`config.mk`:
```
export PLATFORM = sky130hd
export DESIGN_NAME = burst_sum_accumulator
export DESIGN_NICKNAME = d
export VERILOG_FILES = /design/src/rtl/burst_sum_accumulator.sv
export SDC_FILE = /design/constraint.sdc
export NUM_CORES = 1
export LEC_CHECK = 0
export ABC_AREA = 0
export CORE_ASPECT_RATIO = 0.75
export CORE_MARGIN = 1.5
export CORE_UTILIZATION = 49
export DETAILED_ROUTE_END_ITERATION = 8
export PLACE_DENSITY = 0.76
export SYNTH_ARGS = -nofsm -noshare
export SYNTH_HDL_FRONTEND = slang
export SYNTH_SLANG_ARGS = --single-unit
```
`constraint.sdc`:
```
create_clock -name clk -period 2 [get_ports clk]
set_input_delay 0.4 -clock clk [delete_from_list [all_inputs] [get_ports clk]]
set_output_delay 0.4 -clock clk [all_outputs]
set_load 0.01 [all_outputs]
```
`src/rtl/burst_sum_accumulator.sv`:
```
// burst_sum_accumulator
// Sums a burst of unsigned adder results into a wide accumulator and presents
// one registered total per burst. A burst closes on din_last or when it reaches
// MAX_BEATS beats. The result is held until the sink takes it. Input is not
// accepted while a result is pending, which costs one bubble per burst.
module burst_sum_accumulator #(
    parameter int DATA_WIDTH = 8,
    parameter int ACC_WIDTH  = 16,
    parameter int MAX_BEATS  = 16,
    localparam int CW        = $clog2(MAX_BEATS + 1)
) (
    input  logic                  clk,
    input  logic                  resetn,
    input  logic [DATA_WIDTH:0]   din,
    input  logic                  din_valid,
    input  logic                  din_last,
    output logic                  din_ready,
    output logic [ACC_WIDTH-1:0]  dout,
    output logic [CW-1:0]         dout_count,
    output logic                  dout_overflow,
    output logic                  dout_last_seen,
    output logic                  dout_valid,
    input  logic                  dout_ready
);

    // Number of zero bits that widen din to the ACC_WIDTH+1 sum width.
    localparam int PAD_W = ACC_WIDTH - DATA_WIDTH;
    // Beat count at which a burst is force-closed.
    localparam logic [CW-1:0] MAX_CNT = CW'(MAX_BEATS);

    typedef enum logic [0:0] {
        ST_ACC  = 1'b0,
        ST_DONE = 1'b1
    } state_t;

    state_t               state_q, state_d;
    logic [ACC_WIDTH-1:0] acc_q, acc_d;
    logic [CW-1:0]        cnt_q, cnt_d;
    logic                 ovf_q, ovf_d;

    logic [ACC_WIDTH-1:0] dout_q, dout_d;
    logic [CW-1:0]        count_q, count_d;
    logic                 ovf_out_q, ovf_out_d;
    logic                 last_q, last_d;
    logic                 valid_q, valid_d;

    logic                 accept;
    logic                 close_burst;
    logic [ACC_WIDTH:0]   sum_ext;
    logic [CW-1:0]        cnt_inc;
    logic                 ovf_new;

    // Ready is a pure decode of the state register so it never depends
    // combinationally on either handshake partner.
    assign din_ready = (state_q == ST_ACC);
    assign accept    = din_valid && din_ready;

    // One bit wider than the accumulator so the carry out is visible.
    assign sum_ext     = {1'b0, acc_q} + {{PAD_W{1'b0}}, din};
    assign cnt_inc     = cnt_q + 1'b1;
    assign ovf_new     = ovf_q | sum_ext[ACC_WIDTH];
    assign close_burst = accept && (din_last || (cnt_inc == MAX_CNT));

    assign dout           = dout_q;
    assign dout_count     = count_q;
    assign dout_overflow  = ovf_out_q;
    assign dout_last_seen = last_q;
    assign dout_valid     = valid_q;

    // Next-state and datapath decisions; every target holds by default.
    always_comb begin
        state_d   = state_q;
        acc_d     = acc_q;
        cnt_d     = cnt_q;
        ovf_d     = ovf_q;
        dout_d    = dout_q;
        count_d   = count_q;
        ovf_out_d = ovf_out_q;
        last_d    = last_q;
        valid_d   = valid_q;

        case (state_q)
            ST_ACC: begin
                if (accept) begin
                    acc_d = sum_ext[ACC_WIDTH-1:0];
                    ovf_d = ovf_new;
                    cnt_d = cnt_inc;
                end
                if (close_burst) begin
                    // Publish the total including this beat, then start the
                    // next burst from a clean accumulator.
                    dout_d    = sum_ext[ACC_WIDTH-1:0];
                    count_d   = cnt_inc;
                    ovf_out_d = ovf_new;
                    last_d    = din_last;
                    valid_d   = 1'b1;
                    state_d   = ST_DONE;
                    acc_d     = '0;
                    cnt_d     = '0;
                    ovf_d     = 1'b0;
                end
            end
            ST_DONE: begin
                // Result data is left in place after the handshake; only
                // valid drops.
                if (valid_q && dout_ready) begin
                    valid_d = 1'b0;
                    state_d = ST_ACC;
                end
            end
            default: begin
                state_d = ST_ACC;
            end
        endcase
    end

    // State, accumulator and result registers; reset discards any partial
    // or pending burst.
    always_ff @(posedge clk or negedge resetn) begin
        if (!resetn) begin
            state_q   <= ST_ACC;
            acc_q     <= '0;
            cnt_q     <= '0;
            ovf_q     <= 1'b0;
            dout_q    <= '0;
            count_q   <= '0;
            ovf_out_q <= 1'b0;
            last_q    <= 1'b0;
            valid_q   <= 1'b0;
        end else begin
            state_q   <= state_d;
            acc_q     <= acc_d;
            cnt_q     <= cnt_d;
            ovf_q     <= ovf_d;
            dout_q    <= dout_d;
            count_q   <= count_d;
            ovf_out_q <= ovf_out_d;
            last_q    <= last_d;
            valid_q   <= valid_d;
        end
    end

endmodule

```
==> flow_summary.yaml, run 1 <==
drt:
  ant_nets: 0
  routedWlPerCell_microns: 16.7
  drtIter0Drc: 159
  top_layer: "met4"
  wl_met3_microns: 373
  drcViolationCount: 0
  vias_per_cell: 5.75
  wirelength_microns: 6840
  vias: 2351
  wl_met1_microns: 3080
  wl_met2_microns: 3290
  firstDrtPassIters: 4
clock_tree:
  htree_levels: 2
  clk_path_buf_depth: 2
  clk_pin_slew_ps: 90
  hold_buffers: 0
  cts_made_buffers: 5
  cts_root_buf: "clkbuf_8"
  cts.sinks: 47
  cts_tree: "yes"
  insertion_delay_ps: 310
logic_synthesis:
  synth_area_sq_um: 2590
  postSynth.asyncResetShare_pct: 100
  yosysWarnings: 0
  synth_cells: 255
  syn_nets: 281
  syn_avg_cell_area_sq_um: 10.2
  synth.area.top_cells: "dfrtp_1 (45%), o21ai_0 (5.6%), ha_1 (5.3%)"
  synth_top_area_cell: "dfrtp_1"
  synth_seq_area_share_pct: 45.4
  synthDominantCellAreaShare_pct: 45.4
  synth_seq_cells: 47
  ys_types: 45
  synth_ff_type: "dfrtp_1"
  synth_edf_count: 0
critical_path:
  path_class: "reg2reg"
  worstPathArrival_ps: 2300
  critPathMaxFanout: 5
  startpoint_type: "flop"
  rrSetupSlack_ps: -100
  crit_required_ps: 2200
  endpoint_kind: "flop"
power_and_ir_drop:
  p_per_area_nw_per_um2: 1270
  peakVddDrop_mv: 0.747
  p_leak_nw: 1.64
placed_design:
  dpl.cell_count: 393
  io_buffers: 38
  post-dp-hpwl_microns: 4510
  gp_congestion: 0.864
cells_and_area:
  final_nets: 363
  syn_to_final_growth_pct: 43.6
  most-common-layout-cells: "dfrtp_1 (47), buf_4 (47), clkdlybuf4s50_1 (32)"
  final_cells: 409
  drive_above_1_share_pct: 28.2
  utilization_pct: 74.7
  diodes: 0
floorplan:
  die-area_sq_um: 5740
  design.core.area_sq_um: 4980
  io_pins: 39
  placementRows: 22
  chipWidth_microns: 87.0
  initial_core_util_pct: 52.0
  die_y_microns: 66.0
outcome:
  status: "finished, violations left"
  violations: "setup timing"
timing:
  hold_ws_ps: 25.8
  worst_pin_slew_ps: 545
  skew_ps: 4.82
  timing.fmax_ghz: 0.476
  worst_slack_ps: -100
  setup_violations: 9
  period_needed_ps: 2100
  report.final.slew_viol_count: 0
  slew_headroom_pct: 63.5
  rsz0062_at_grt: "yes"
  hold_viol_final: 0
  post-route-period-util_pct: 105
global_routing:
  antenna_found_initial: 0
  grt_pass1_wl_microns: 11100
  grt_util_all_layers_pct: 25.0
  grt.overflow.total: 0
  grt_max_degree: 32
  grt_pass1_vias: 2396
run:
  maxCapViolations: 0
min_path:
  hp-class: "in2async"
## flip-flops by register name, indices dropped and copies added (netlist names)
register	flops
ovf_q	1
acc_q	16
dout_overflow	1
dout	16
state_q	1
cnt_q	5
dout_last_seen	1
dout_valid	1
dout_count	5
## per-stage QoR
step           setup slack, ps  area (sq um)  TNS [ps]  power, mW
2_1_floorplan            -21.9          2610     -48.6       2.65
3_5_place_dp              -613          3320    -12530       3.65
4_1_cts                   -103          3550      -685       4.49
5_1_grt                   -198          3720     -1730       5.07
3_3_place_gp              -606          3320    -12220       3.59
6_report                  -100          3720      -358       4.74
## cell families (layout without fill, tap and decap cells)
group	Yosys count	after routing	share of synthesized area, %
AO/OA/AOI/OAI	99	99	27.1
buffers and inverters	16	98	2.95
AND/OR/NAND/NOR	62	62	11.3
XOR/XNOR	12	12	4.06
adder cells (fa/ha/maj)	12	12	6.08
multiplexers	7	7	3.04
flip-flops	47	47	45.4
## synth_stat cells, types with 6 or more instances
master    count
nor2_1       10
nand2_1      27
dfrtp_1      47
a22o_1        9
o21ai_0      29
a21o_1       13
xnor2_1       8
nor3_1        7
ha_1         11
clkbuf_1      6
o31ai_1       8
o21ai_1      11
buf_2         7
## worst max-delay path: stages (launching register included)
cell      delay, ps
dfrtp_1         420
ha_4            170
fa_2            350
a21o_1          250
a221oi_4        270
buf_12          160
o21ai_4          70
xnor2_1         210
o21ai_1          90
## worst paths after layout
kind	end	start	depth (start not counted)
hold reg to reg	acc_q[2]$_DFFE_PN0P_	acc_q[2]$_DFFE_PN0P_	2
hold / removal	acc_q[14]$_DFFE_PN0P_	resetn	1
setup / recovery	dout[12]$_DFFE_PN0P_	acc_q[0]$_DFFE_PN0P_	8
setup reg to reg	dout[12]$_DFFE_PN0P_	acc_q[0]$_DFFE_PN0P_	8
min in group clk	acc_q[2]$_DFFE_PN0P_	acc_q[2]$_DFFE_PN0P_	2
max in group asynchronous	cnt_q[4]$_DFFE_PN0P_	resetn	2
## final cells by class
cell class	count	area [sq um]
Timing Repair Buffer	89	792
Fill cell	360	1260
Sequential cell	47	1180
Clock buffer	6	72.6
Inverter	2	7.51
Clock inverter	1	30.0
Tap cell	72	90.1
Multi-Input combinational cell	192	1550
## where the power goes
part	internal (mW)	switching (mW)
Sequential	1.27	0.227
Clock	0.367	0.333
Combinational	1.36	1.18
Total	2.99	1.74
## metal layers
| layer | GRT usage (%) | vias to the layer above |
|---|---|---|
| met5 | 0 | - |
| met4 | 7.26 | 0 |
| met3 | 6.24 | 15 |
| met2 | 41.9 | 73 |
| met1 | 32.2 | 1147 |
| li1 | - | 1116 |
## timing repair
item	CTS	global route
gates resized for setup	22	24
pin swaps	13	24
setup endpoints to repair	24	31
buffers inserted	4	5
gates cloned	0	0
Note: power is estimated with default switching activity, not from simulation.
==> run 2, diff against run 1 <==
--- a/config.mk
+++ b/config.mk
@@ -6,8 +6,9 @@
 export NUM_CORES = 1
 export LEC_CHECK = 0
 export ABC_AREA = 0
+export CAP_MARGIN = 25
 export CORE_ASPECT_RATIO = 0.75
-export CORE_MARGIN = 1.5
+export CORE_MARGIN = 2
 export CORE_UTILIZATION = 49
 export DETAILED_ROUTE_END_ITERATION = 8
 export PLACE_DENSITY = 0.76
==> run 2 against run 1 <==
The flow still finishes with violations (setup timing). Via count decreased by 0.68%. Setup slack better by 71 ps. Clock-buffer cell count unchanged. Utilization fell by 0.40 points. Die area up 2.7%. Non-clock buffer count rose by 2. Clock skew fell by 1.1 ps. Sequential share of layout area is 0.17 points higher. Register-to-register slack improved by 70 ps.
==> flow_summary.yaml, run 2 (synthesized netlist as in run 1, its figures left out) <==
power_and_ir_drop:
  p_per_area_nw_per_um2: 1230
  peakVddDrop_mv: 0.721
  p_leak_nw: 1.64
  power_mw: 4.56
critical_path:
  crit_required_ps: 2190
  crit_family: "compound AO/OA/AOI/OAI gates"
  startpoint_type: "flop"
  crit_cells: 8
  crit_chain: "ha_2 > fa_2 > a21o_1 > a221oi_4 > buf_6 > o21ai_4 > xnor2_1 > o21ai_1"
  cp_num_buf_inv: 1
  endpoint_kind: "flop"
  max_stage_delay_ps: 390
  rrSetupSlack_ps: -30
  critPathMaxFanout: 5
  worstPathArrival_ps: 2220
  cp-startpoint: "acc_q[0]$_DFFE_PN0P_"
  reg2regPathDepth: 8
  path_class: "reg2reg"
  endpoint: "dout[12]$_DFFE_PN0P_"
  r2r-start: "acc_q[0]$_DFFE_PN0P_"
  r2r-end: "dout[12]$_DFFE_PN0P_"
  crit_slowest_cell: "dfrtp_1"
timing:
  hold_ws_ps: 60.3
  skew_ps: 3.72
  report.final.slew_viol_count: 0
  post-route-period-util_pct: 101
  rsz0062_at_grt: "yes"
  tns_ps: -64.8
  worst_slack_ps: -29.4
  period_needed_ps: 2030
  slew_headroom_pct: 65.6
  setup_violations: 4
  hold_viol_final: 0
  timing.fmax_ghz: 0.493
  worst_pin_slew_ps: 517
cells_and_area:
  drive_above_1_share_pct: 29.2
  final_cells: 411
  syn_to_final_growth_pct: 42.8
  num-fill-cells: 347
  final_nets: 365
  utilization_pct: 74.3
  final_cell_area_sq_um: 3700
  diodes: 0
  final_common_cell: "buf_4"
  most-common-layout-cells: "buf_4 (49), dfrtp_1 (47), clkdlybuf4s50_1 (33)"
clock_tree:
  cts_root_buf: "clkbuf_8"
  cts_tree: "yes"
  clk_path_buf_depth: 2
  cts.sinks: 47
  cts_made_buffers: 5
  htree_levels: 2
  insertion_delay_ps: 300
  clk_pin_slew_ps: 80
global_routing:
  grt_pass1_wl_microns: 10800
  grt.overflow.total: 0
  grt_pass1_vias: 2266
  antenna_found_initial: 0
  grt_util_all_layers_pct: 24.3
  grt_max_degree: 23
floorplan:
  design.core.area_sq_um: 4980
  die_y_microns: 67.0
  placementRows: 22
  initial_core_util_pct: 52.0
  die-area_sq_um: 5890
  chipWidth_microns: 88.0
  io_pins: 39
min_path:
  hp-class: "in2async"
placed_design:
  postPlaceCellArea_sq_um: 3340
  post-dp-hpwl_microns: 4530
  io_buffers: 38
  dp_worst_setup_slack_ps: -645
  dpl.cell_count: 395
  gp_congestion: 0.879
drt:
  routedWlPerCell_microns: 16.3
  vias_per_cell: 5.68
  ant_nets: 0
  wirelength_microns: 6690
  drtIter0Drc: 222
  firstDrtPassIters: 4
  vias: 2335
  drcViolationCount: 0
run:
  maxCapViolations: 0
outcome:
  status: "finished, violations left"
  violations: "setup timing"
==> run 2: worst min path at each step <==
stage                start                   endpoint  slack, ps  depth (start not counted)
finish              resetn       dout[10]$_DFFE_PN0P_         60                          1
floorplan           resetn       acc_q[0]$_DFFE_PN0P_        100                          0
detailed placement  resetn        dout[9]$_DFFE_PN0P_        400                          1
CTS                 resetn  dout_count[0]$_DFFE_PN0P_         70                          1
global placement    resetn        dout[9]$_DFFE_PN0P_        410                          1
global route        resetn  dout_count[0]$_DFFE_PN0P_        100                          1
==> run 2: worst reg2reg max path: stages, from the launching register on <==
cell and delay [ps]:
dfrtp_1 390, ha_2 190, fa_2 360, a21o_1 230
a221oi_4 230, buf_6 180, o21ai_4 80, xnor2_1 180
o21ai_1 70
==> run 2: what timing repair did <==
action                                  CTS  global route
cloned                                    0             0
endpoints found under the setup margin   25            28
setup buffers                             4             5
hold buffers                              0             0
pin swaps                                10            15
resized for setup                        20            22
==> run 2: metal layers <==
layer / vias up / track usage [%] / share of wire (%)
met5: - / 0 / 0
met4: 0 / 6.92 / 1.1
met3: 7 / 4.34 / 4.4
met2: 56 / 39.7 / 48
met1: 1152 / 33.3 / 46
li1: 1120 / - / -
==> run 2: final cells by class <==
cell class	count	area [sq um]	area share (%)
Clock buffer	6	82.6	2.23
Multi-Input combinational cell	192	1540	41.7
Sequential cell	47	1180	31.8
Clock inverter	1	5.00	0.135
Inverter	2	7.51	0.203
Timing Repair Buffer	91	796	21.5
Tap cell	72	90.1	2.43
==> run 2: report_power, final <==
group	internal, mW	leakage (nW)	switching, mW
logic	1.31	0.978	1.17
registers	1.27	0.612	0.216
clock network	0.272	0.0470	0.316
